--- src/rtl/serial_to_parallel_6bit.sv ---
// LSB-first serial-to-parallel receiver: start-marked frames of WIDTH bits into a registered word.
// Optional even-parity trailer bit when SERIAL_RX_PARITY_EN is defined.
module serial_to_parallel_6bit #(
  parameter int unsigned WIDTH = 6
) (
  input  logic             clk,
  input  logic             rst_n,
  input  logic             start,
  input  logic             serial_in,
  output logic [WIDTH-1:0] parallel_out,
  output logic             data_valid,
  output logic             busy,
  output logic             frame_err,
  output logic             parity_err
);

`ifdef SERIAL_RX_PARITY_EN
  localparam int unsigned NBITS = WIDTH + 1;
`else
  localparam int unsigned NBITS = WIDTH;
`endif
  localparam int unsigned   CNT_W = $clog2(WIDTH + 2);
  localparam logic [CNT_W-1:0] LAST = CNT_W'(NBITS - 1);

  typedef enum logic {
    IDLE  = 1'b0,
    SHIFT = 1'b1
  } state_e;

  state_e           state_q, state_d;
  logic [CNT_W-1:0] cnt_q, cnt_d;
  logic [WIDTH-1:0] shift_q, shift_d;
  logic [WIDTH-1:0] pout_q, pout_d;
  logic [WIDTH-1:0] word_c;
  logic             dv_q, dv_d;
  logic             busy_q, busy_d;
  logic             ferr_q, ferr_d;
  logic             perr_q, perr_d;

  // Shift register with the current serial bit dropped into position cnt_q (no-op on the parity bit).
  always_comb begin
    word_c = shift_q;
    for (int unsigned i = 0; i < WIDTH; i++) begin
      if (cnt_q == CNT_W'(i)) word_c[i] = serial_in;
    end
  end

  always_comb begin
    state_d = state_q;
    cnt_d   = cnt_q;
    shift_d = shift_q;
    pout_d  = pout_q;
    busy_d  = busy_q;
    dv_d    = 1'b0;
    ferr_d  = 1'b0;
    perr_d  = 1'b0;
    case (state_q)
      IDLE: begin
        if (start) begin
          state_d = SHIFT;
          cnt_d   = CNT_W'(1);
          shift_d = WIDTH'(serial_in);
          busy_d  = 1'b1;
        end
      end
      SHIFT: begin
        // An early start wins over everything, including the final-bit edge.
        if (start) begin
          ferr_d  = 1'b1;
          cnt_d   = CNT_W'(1);
          shift_d = WIDTH'(serial_in);
          busy_d  = 1'b1;
        end else if (cnt_q == LAST) begin
          state_d = IDLE;
          cnt_d   = '0;
          shift_d = word_c;
          pout_d  = word_c;
          dv_d    = 1'b1;
          busy_d  = 1'b0;
`ifdef SERIAL_RX_PARITY_EN
          perr_d  = (^shift_q) ^ serial_in;
`endif
        end else if (cnt_q > LAST || cnt_q == '0) begin
          state_d = IDLE;
          cnt_d   = '0;
          busy_d  = 1'b0;
        end else begin
          shift_d = word_c;
          cnt_d   = cnt_q + CNT_W'(1);
        end
      end
      default: begin
        state_d = IDLE;
        cnt_d   = '0;
        busy_d  = 1'b0;
      end
    endcase
  end

  always_ff @(posedge clk or negedge rst_n) begin
    if (!rst_n) begin
      state_q <= IDLE;
      cnt_q   <= '0;
      shift_q <= '0;
      pout_q  <= '0;
      dv_q    <= 1'b0;
      busy_q  <= 1'b0;
      ferr_q  <= 1'b0;
      perr_q  <= 1'b0;
    end else begin
      state_q <= state_d;
      cnt_q   <= cnt_d;
      shift_q <= shift_d;
      pout_q  <= pout_d;
      dv_q    <= dv_d;
      busy_q  <= busy_d;
      ferr_q  <= ferr_d;
      perr_q  <= perr_d;
    end
  end

  assign parallel_out = pout_q;
  assign data_valid   = dv_q;
  assign busy         = busy_q;
  assign frame_err    = ferr_q;
  assign parity_err   = perr_q;

endmodule

--- config.mk ---
export PLATFORM = sky130hd
export DESIGN_NAME = serial_to_parallel_6bit
export DESIGN_NICKNAME = d
export VERILOG_FILES = /design/src/rtl/serial_to_parallel_6bit.sv
export SDC_FILE = /design/constraint.sdc
export NUM_CORES = 1
export LEC_CHECK = 0
export CAP_MARGIN = 20
export CELL_PAD_IN_SITES_DETAIL_PLACEMENT = 1
export CELL_PAD_IN_SITES_GLOBAL_PLACEMENT = 2
export CORE_UTILIZATION = 31
export CTS_CLUSTER_DIAMETER = 120
export DETAILED_ROUTE_END_ITERATION = 6
export GPL_ROUTABILITY_DRIVEN = 1
export HOLD_SLACK_MARGIN = 0.12
export PLACE_DENSITY_LB_ADDON = 0.05
export SYNTH_ARGS = -nofsm -noshare
export SYNTH_HDL_FRONTEND = slang
export SYNTH_SLANG_ARGS = --single-unit
export TNS_END_PERCENT = 10
--- constraint.sdc ---
create_clock -name clk -period 1.7 [get_ports clk]
set_clock_uncertainty 0.1 [all_clocks]
set_input_delay 0.34 -clock clk [delete_from_list [all_inputs] [get_ports clk]]
set_output_delay 0.34 -clock clk [all_outputs]
set_load 0.05 [all_outputs]
==> run summary <==
Initial DRT Pass Iterations: 4
crit path DAT: 1.71 ns
Leakage: 0.562 nW
share of layout cells above drive strength 1: 36.6%
Fmax: 626 MHz
Chip Height: 56.0 um
number of global-route vias before repair: 645
pwr dens: 1620 mW/mm2
# nets final: 103
synthesis-stage register bit count: 18
P_int: 1.07 mW
Mapped Nets: 83
hold crit path type: primary input to asynchronous set/reset pin
post-CTS setup buffer count: 0
Mapped Cells: 74
htree depth: 1
sequential power share: 35.1%
WL per Instance: 14.4 um
Critical Path RT: 1.81 ns
total track usage: 13.2%
Port Buffers: 12
routed vias/inst: 4.81
VDD IR max: 0.00102 V
cell row count: 19
CTS buffer count: 3
status: finished, final reports clean
Clock Sinks: 18
Critical R2R Capture: cnt_q[2]
library cells used by synthesis: 24
critical path fanouts, max: 5
Clock Tree Root: clkbuf_4
first-pass GRT wire length: 3140 um
Switching Fraction: 41.4%
initial DRC count: 2
Die Footprint: 0.00314 mm2
largest net degree at the start of global routing: 19
multi-input combinational cell area: 403 um2
max-slew violation count: 0
Detail Route Antenna Nets: 0
setup slack, reg-to-reg: 0.10 ns
clock share of power: 14.9%
Final Hold Vio Count: 0
clock period minus worst slack: 1.60 ns
Tot Pwr: 1.83 mW
Setup CP Type: register to register
Comb pwr share: 50.0%
Layout fillers: 314
Critical Path Sink Type: register
Setup violations, final: 0
total grt overflow: 0
max_cap viols: 0
die width: 56.0 um
cts repair resizes: 0
FF-to-FF Start: cnt_q[1]
Mapped Area: 905 um2
worst hold margin: 0.251 ns
Routed Wire Length: 1780 um
Mean Syn Cell Area: 12.2 um2
R2R cell count: 5
synth warn: 0
TritonCTS clock tree: done
Worst setup SP type: register
via count: 596
initial antenna violation count: 0
hpwl dp: 1320 um
period utilisation layout: 94.0%
area growth from synthesis to final layout: 24.6%
Ports: 14
initial core utilization: 32.8%
FF+latch area: 452 um2
clock buffer depth: 2
Seq/Total Area, Yosys: 49.8%
diode count: 0
RSZ-0062 raised after global routing: false
Worst-path clk slew: 0.11 ns
gpl congestion: 0.699
Worst-Skew Late Latency: 0.30 ns
Post-route DRC: 0
sw power: 0.757 mW
Hold Buf Count CTS: 0
Core Box Area: 0.00276 mm2
==> cell type report <==
class / count / area share (%)
timing repair buffer: 19 / 15.5
clock buffer: 4 / 3.22
multi-input combinational: 46 / 35.7
tap: 31 / 3.44
inverter: 6 / 2.00
sequential: 18 / 40.1
==> layer usage <==
layer | GRT usage (%) | up-vias | routed length, um
met4 | 5.92 | 0 | 25
li1 | - | 294 | -
met5 | 0 | - | 0
met3 | 4.19 | 4 | 72
met2 | 19.4 | 10 | 817
met1 | 17.7 | 288 | 869
==> Yosys cell counts (all sizes together) <==
| master | count | area [um2] |
|---|---|---|
| dfrtp | 18 | 450 |
| mux2i | 7 | 70.1 |
| inv | 6 | 22.5 |
| nand2 | 6 | 22.5 |
| ha | 5 | 62.6 |
| mux2 | 5 | 56.3 |
| nor2 | 5 | 18.8 |
| buf | 4 | 31.3 |
| o21ai | 3 | 15.0 |
| and4bb | 2 | 25.0 |
| nand2b | 2 | 20.0 |
| o2111ai | 2 | 17.5 |
| a211oi | 1 | 12.5 |
| a21oi | 1 | 5.00 |
| a31oi | 1 | 6.26 |
| conb | 1 | 3.75 |
| nand4b | 1 | 15.0 |
| o31ai | 1 | 12.5 |
| o32a | 1 | 22.5 |
| o32ai | 1 | 8.76 |
| or3 | 1 | 6.26 |
==> metrics by stage <==
| step | TNS [ns] | instance area (um2) | setup slack (ns) | std cells | util, % |
|---|---|---|---|---|---|
| final | 0 | 1130 | 0.102 | 124 | 40.9 |
| after global routing | 0 | 1130 | 0.0290 | 124 | 40.9 |
| after CTS | 0 | 1120 | 0.0207 | 124 | 40.7 |
| after detailed placement | -0.00388 | 1090 | -0.00359 | 120 | 39.4 |
| after global placement | 0 | 1090 | 0.00174 | 120 | 39.4 |
| after floorplan | 0 | 905 | 0.150 | 74 | - |
==> registers in the layout (all words and copies together), names as in the netlist <==
name          flops
parallel_out      6
shift_q           5
cnt_q             3
busy              1
data_valid        1
frame_err         1
state_q           1
==> power groups by stage <==
stage                     Sequential [mW]  Clock (mW)  Combinational (mW)
final                               0.640       0.273               0.913
after global placement              0.648           0               0.915
after CTS                           0.642       0.287               0.921
after global routing                0.662       0.293               0.987
after detailed placement            0.649           0               0.915
after floorplan                     0.849           0               0.410
==> cells by family (layout without fill, tap and decap cells) <==
family | after synthesis | in the layout | share of synthesized area (%)
flip-flops | 18 | 18 | 49.8
AND/OR/NAND/NOR | 17 | 17 | 11.9
multiplexers | 12 | 12 | 14.0
AO/OA/AOI/OAI | 11 | 11 | 11.1
buffers and inverters | 10 | 29 | 5.95
adder cells (fa/ha/maj) | 5 | 5 | 6.92
other | 1 | 1 | 0.415
==> worst max-delay path, cell delays in order, from the launching register on <==
cell,delay [ns]
dfrtp_1,0.40
buf_4,0.16
ha_1,0.18
ha_1,0.26
or3_1,0.31
o32ai_1,0.11
==> placed cells by master, fill, tap and decap left out <==
cell type	synthesis	layout
mux2i_1	7	7
nand2b_1	1	1
nand2b_4	1	1
o32ai_1	1	1
clkdlybuf4s50_1	0	3
dfrtp_1	18	17
o31ai_2	1	1
a211oi_2	1	1
buf_4	2	14
and4bb_2	2	2
buf_12	0	2
a31oi_1	1	1
ha_2	0	1
clkbuf_4	0	3
inv_1	6	6
a21oi_1	1	1
o32a_4	1	1
clkbuf_8	0	1
ha_1	5	4
or3_1	1	1
dfrtp_2	0	1
conb_1	1	1
nand4b_2	1	1
o2111ai_1	2	2
nand2_1	6	6
nor2_1	5	5
mux2_2	5	5
o21ai_0	3	3
==> worst max-delay path by stage <==
| stage | to | start | slack, ns | cells after the start |
|---|---|---|---|---|
| floorplan | cnt_q[1] | cnt_q[1] | 0.15 | 5 |
| global placement | parallel_out[5] | start | 0.002 | 3 |
| detailed placement | parallel_out[2] | start | -0.004 | 3 |
| CTS | cnt_q[1] | cnt_q[0] | 0.02 | 4 |
| global route | cnt_q[1] | cnt_q[0] | 0.03 | 4 |
| finish | cnt_q[2] | cnt_q[1] | 0.10 | 5 |
Note: power is estimated with default switching activity, not from simulation.
